===== config.mk =====
export PLATFORM = sky130hd
export DESIGN_NAME = mouse_packet_ctrl
export DESIGN_NICKNAME = d
export VERILOG_FILES = /design/src/rtl/mouse_packet_ctrl.sv
export SDC_FILE = /design/constraint.sdc
export NUM_CORES = 1
export LEC_CHECK = 0
export ABC_AREA = 0
export ABC_CLOCK_PERIOD_IN_PS = 5000
export CAP_MARGIN = 15
export CORE_UTILIZATION = 50
export DETAILED_ROUTE_END_ITERATION = 10
export HOLD_SLACK_MARGIN = 0.1
export PLACE_DENSITY = 0.79
export SKIP_CTS_REPAIR_TIMING = 1
export SYNTH_ARGS = -nofsm -noshare
export SYNTH_HDL_FRONTEND = slang
export SYNTH_SLANG_ARGS = --single-unit
export TNS_END_PERCENT = 10

===== constraint.sdc =====
create_clock -name ck -period 5 [get_ports ck]
set_input_delay 0.75 -clock ck [delete_from_list [all_inputs] [get_ports ck]]
set_output_delay 0.75 -clock ck [all_outputs]
set_load 0.005 [all_outputs]

===== src/rtl/mouse_packet_ctrl.sv =====
// Packet sequencer for a PS/2-style mouse: validates 11-bit frames, aligns on the sync bit,
// assembles 3-byte packets, decodes them and holds the result on a valid/ready interface.
module mouse_packet_ctrl #(
   parameter int TIMEOUT_CYCLES = 2000,
   parameter bit CHECK_PARITY   = 1'b1,
   parameter int ERR_W          = 8
) (
   input  logic             ck,
   input  logic             reset,
   input  logic             word_ready,
   input  logic [10:0]      word,
   input  logic             pkt_ready,
   output logic             pkt_valid,
   output logic [2:0]       buttons,
   output logic [8:0]       dx,
   output logic [8:0]       dy,
   output logic             ovf_x,
   output logic             ovf_y,
   output logic [32:0]      raw_pkt,
   output logic             frame_err,
   output logic             rdr_clr,
   output logic [ERR_W-1:0] err_count,
   output logic             busy
);

   localparam int            TW       = $clog2(TIMEOUT_CYCLES);
   localparam logic [TW-1:0] TMO_LAST = TW'(TIMEOUT_CYCLES - 1);

   typedef enum logic [1:0] {
      S_B0   = 2'd0,
      S_B1   = 2'd1,
      S_B2   = 2'd2,
      S_HOLD = 2'd3
   } state_t;

   state_t          state_reg;
   logic            word_ready_reg;
   logic [TW-1:0]   tmo_cnt_reg;
   logic [10:0]     frame0_reg;
   logic [10:0]     frame1_reg;

   logic [7:0]      cur_byte;
   logic [7:0]      byte1;
   logic            frame_edge;
   logic            frame_ok;
   logic            frame_sync;
   logic            tmo_hit;
   logic            err_fire;
   logic            tmo_fire;

   // Data bits arrive LSB first: D0 sits in word[9], so byte bit i is frame bit 9-i.
   genvar gi;
   generate
      for (gi = 0; gi < 8; gi++) begin : g_bit_rev
         assign cur_byte[gi] = word[9-gi];
         assign byte1[gi]    = frame1_reg[9-gi];
      end
   endgenerate

   assign frame_edge = word_ready & ~word_ready_reg;
   assign frame_ok   = ~word[10] & word[0] & (~CHECK_PARITY | (^word[9:1]));
   assign frame_sync = frame_ok & cur_byte[3];
   assign tmo_hit    = (tmo_cnt_reg == TMO_LAST);

   // Classify this cycle's error events so the counter and the pulses agree exactly.
   always_comb begin
      err_fire = 1'b0;
      tmo_fire = 1'b0;
      case (state_reg)
         S_B0: begin
            if (frame_edge && !frame_sync) err_fire = 1'b1;
         end
         S_B1, S_B2: begin
            if (frame_edge) begin
               if (!frame_ok) err_fire = 1'b1;
            end else if (tmo_hit) begin
               err_fire = 1'b1;
               tmo_fire = 1'b1;
            end
         end
         S_HOLD: begin
            if (frame_edge) begin
               if (pkt_ready) err_fire = !frame_sync;
               else           err_fire = 1'b1;
            end
         end
         default: begin
            err_fire = 1'b0;
            tmo_fire = 1'b0;
         end
      endcase
   end

   always_ff @(posedge ck or negedge reset) begin
      if (!reset) begin
         state_reg      <= S_B0;
         word_ready_reg <= 1'b0;
         tmo_cnt_reg    <= '0;
         frame0_reg     <= '0;
         frame1_reg     <= '0;
         pkt_valid      <= 1'b0;
         buttons        <= '0;
         dx             <= '0;
         dy             <= '0;
         ovf_x          <= 1'b0;
         ovf_y          <= 1'b0;
         raw_pkt        <= '0;
         frame_err      <= 1'b0;
         rdr_clr        <= 1'b0;
         err_count      <= '0;
         busy           <= 1'b0;
      end else begin
         word_ready_reg <= word_ready;
         frame_err      <= err_fire;
         rdr_clr        <= tmo_fire;
         if (err_fire && (err_count != {ERR_W{1'b1}})) begin
            err_count <= err_count + 1'b1;
         end

         case (state_reg)
            S_B0: begin
               if (frame_edge && frame_sync) begin
                  frame0_reg  <= word;
                  tmo_cnt_reg <= '0;
                  busy        <= 1'b1;
                  state_reg   <= S_B1;
               end
            end

            S_B1: begin
               if (frame_edge) begin
                  tmo_cnt_reg <= '0;
                  if (frame_ok) begin
                     frame1_reg <= word;
                     state_reg  <= S_B2;
                  end else begin
                     busy      <= 1'b0;
                     state_reg <= S_B0;
                  end
               end else if (tmo_fire) begin
                  tmo_cnt_reg <= '0;
                  busy        <= 1'b0;
                  state_reg   <= S_B0;
               end else begin
                  tmo_cnt_reg <= tmo_cnt_reg + 1'b1;
               end
            end

            S_B2: begin
               if (frame_edge) begin
                  tmo_cnt_reg <= '0;
                  busy        <= 1'b0;
                  if (frame_ok) begin
                     // byte0 bit i lives at frame0_reg[9-i]
                     buttons   <= {frame0_reg[7], frame0_reg[8], frame0_reg[9]};
                     dx        <= {frame0_reg[5], byte1};
                     dy        <= {frame0_reg[4], cur_byte};
                     ovf_x     <= frame0_reg[3];
                     ovf_y     <= frame0_reg[2];
                     raw_pkt   <= {frame0_reg, frame1_reg, word};
                     pkt_valid <= 1'b1;
                     state_reg <= S_HOLD;
                  end else begin
                     state_reg <= S_B0;
                  end
               end else if (tmo_fire) begin
                  tmo_cnt_reg <= '0;
                  busy        <= 1'b0;
                  state_reg   <= S_B0;
               end else begin
                  tmo_cnt_reg <= tmo_cnt_reg + 1'b1;
               end
            end

            S_HOLD: begin
               // Retiring the packet frees the sequencer for a frame arriving on the same cycle.
               if (pkt_ready) begin
                  pkt_valid <= 1'b0;
                  state_reg <= S_B0;
                  if (frame_edge && frame_sync) begin
                     frame0_reg  <= word;
                     tmo_cnt_reg <= '0;
                     busy        <= 1'b1;
                     state_reg   <= S_B1;
                  end
               end
            end

            default: begin
               state_reg <= S_B0;
            end
         endcase
      end
   end

endmodule


==> flow_summary.toml <==
[sta]
worst_slew_pin_slew_ns = 0.986
rsz0062_at_grt = "no"
fin_skew_ns = 0.0128
period_needed_ns = 3.10
slew_violations = 0
final.setup.tns_ns = 0
finalHoldViolCount = 0
min_period_over_period = 0.620
fmax_mhz = 323
slew_headroom = 0.343
setup_viol = 0

[global_route]
grt_overflow = 0
grt_pass1_vias = 2509
grt_antenna_before_repair = 0
grtUsageTotal = 0.191
grt_pass1_wl_um = 12300
grt_max_degree = 82

[setup_path]
crit_path_end_kind = "flop"
path_max_fanout = 8
critPathBufInv = 1
crit_path_start_kind = "input pin"
reg2regPathDepth = 7
critPathMaxStageDelay_ns = 0.64
cp.arrival_ns = 3.33
crit_family = "XOR/XNOR gates"
worstSetupPathType = "input pin to flop"
cp.depth = 7
critPathRequiredTime_ns = 5.23
crit_chain = "clkdlybuf4s50_1 > xor2_1 > xnor3_2 > mux2i_4 > o221a_4 > a311oi_4 > mux2_1"
cpMaxStageDelayCell = "clkdlybuf4s50_1"

[yosys]
syn_avg_cell_area_um2 = 12.5
synthTopCellsByCount = "81 x dfrtp_1, 50 x mux2_2, 23 x buf_4"
synthTopCellsByArea = "dfrtp_1 52%, mux2_2 14%, buf_4 4.4%, o21ai_0 2.4%, ha_1 2.3%"
synthFlopType = "dfrtp_1"
async_flop_share = 1.00
yosysTopAreaCell = "dfrtp_1"
syn_inst = 312
synth_edf_count = 0
ys_types = 46
synth_warnings = 0
ys_seq_area_frac = 0.522
syn_area_um2 = 3890
synth.net_count = 334
yosysMostFrequentCell = "dfrtp_1"
post-synth-top-area-fraction = 0.522
synth_seq_cells = 81

[drt]
drt_iter0_markers = 112
drc_errors = 0
viasPerCell = 5.43
wl_per_cell_um = 15.0
vias = 2610
ant_nets = 0
routed_wl_um = 7230
drtPass1Iterations = 4

[pwr]
powerDensity_nw_per_um2 = 384
peakVddDrop_mv = 0.262
p_leak_uw = 0.00216

[floorplan]
start_util = 0.527
die_width_um = 90.2
die_area_um2 = 8130
num_rows = 31
core-area_um2 = 7370
dieHeight_um = 90.2
io_pins = 83

[hold_path]
hold_depth = 1
hold_class = "flop to flop"

[clock_tree]
path_clk_slew_ns = 0.08
cts_tree = "built"
cts_made_buffers = 9
clock_latency_ns = 0.35
cts-root-buf = "clkbuf_8"
cts.sinks = 81
cts_buffer_depth = 2
h-tree-depth = 3

[finish]
nNetsFinal = 399
n_antenna_cell = 0
top_register = "raw_pkt"
area_growth_pct = 23.3
drive_above_1_share = 0.212
largest_register_ffs = 15
n_fill_cell = 573
final_util = 0.650

[placement]
dp_hpwl_um = 5050
globalplace.congestion = 0.849
io_buffer_count = 82

[run_status]
outcome = "finished, final reports clean"

[run]
max_cap_violations = 0
[metal layers]
layer	vias to the layer above	track usage	wire length [um]
met3	13	0.0398	382
li1	1219	-	-
met1	1287	0.265	3300
met4	0	0.0739	130
met2	91	0.296	3420
met5	-	0	0
[layout by cell type, fill, tap and decap left out, types with 4 or more instances in the layout]
cell type         n
dfrtp_1          81
clkdlybuf4s50_1  81
mux2_2           50
o21ai_0          19
nor2_1           15
nand2_1          14
nand2b_1         11
nand3_1          10
clkbuf_8          9
and3_1            8
nand4_1           8
ha_1              7
nor2b_1           6
xor2_1            5
nor3_1            5
inv_1             4
o31ai_1           4
buf_4             4
[path summary, 6_finish.rpt]
check,from,end,slack [ns]
max,word[6],err_count[1],1.90
min,frame0_reg[6],frame0_reg[6],0.46
max reg2reg,tmo_cnt_reg[0],err_count[1],2.71
min reg2reg,frame0_reg[6],frame0_reg[6],0.46
max in group asynchronous,reset,state_reg[0],3.80
min in group asynchronous,reset,dy[5],0.54
[stage by stage]
step	area (um2)	hold slack (ns)	cells	total power (uW)	setup slack (ns)
2_1_floorplan	3890	0.428	312	1190	2.35
3_3_place_gp	4580	0.443	463	1360	1.38
3_5_place_dp	4580	0.447	463	1380	1.25
4_1_cts	4780	0.466	479	1850	1.61
5_1_grt	4790	0.489	481	1950	1.80
6_report	4790	0.462	481	1840	1.90
[final cells by class]
type	count	area (um2)	share of cell area
Sequential cell	81	2030	0.423
Clock buffer	10	128	0.0266
Multi-Input combinational cell	195	1580	0.330
Clock inverter	6	67.6	0.0141
Timing Repair Buffer	86	848	0.177
Inverter	4	15.0	0.00313
Tap cell	99	124	0.0258
[cells by family after synthesis]
logic type               synth area share
AO/OA/AOI/OAI                      0.0705
multiplexers                        0.162
buffers and inverters              0.0708
AND/OR/NAND/NOR                     0.119
flip-flops                          0.522
XOR/XNOR                           0.0338
adder cells (fa/ha/maj)            0.0225
[report_power, final]
part           switching (uW)  internal (uW)  total [uW]
Sequential               83.4            777         861
Combinational             242            269         512
Clock                     236            232         468
Total                     562           1280        1840
[worst register-to-register path, stage by stage (launching register included)]
cell and delay (ns):
dfrtp_1 0.40, ha_1 0.21, and3_1 0.26, nand3_1 0.15, or2_2 0.31, o221a_4 0.16
a311oi_4 0.32, mux2_1 0.35
No activity file was read; power rests on OpenSTA's default activity.
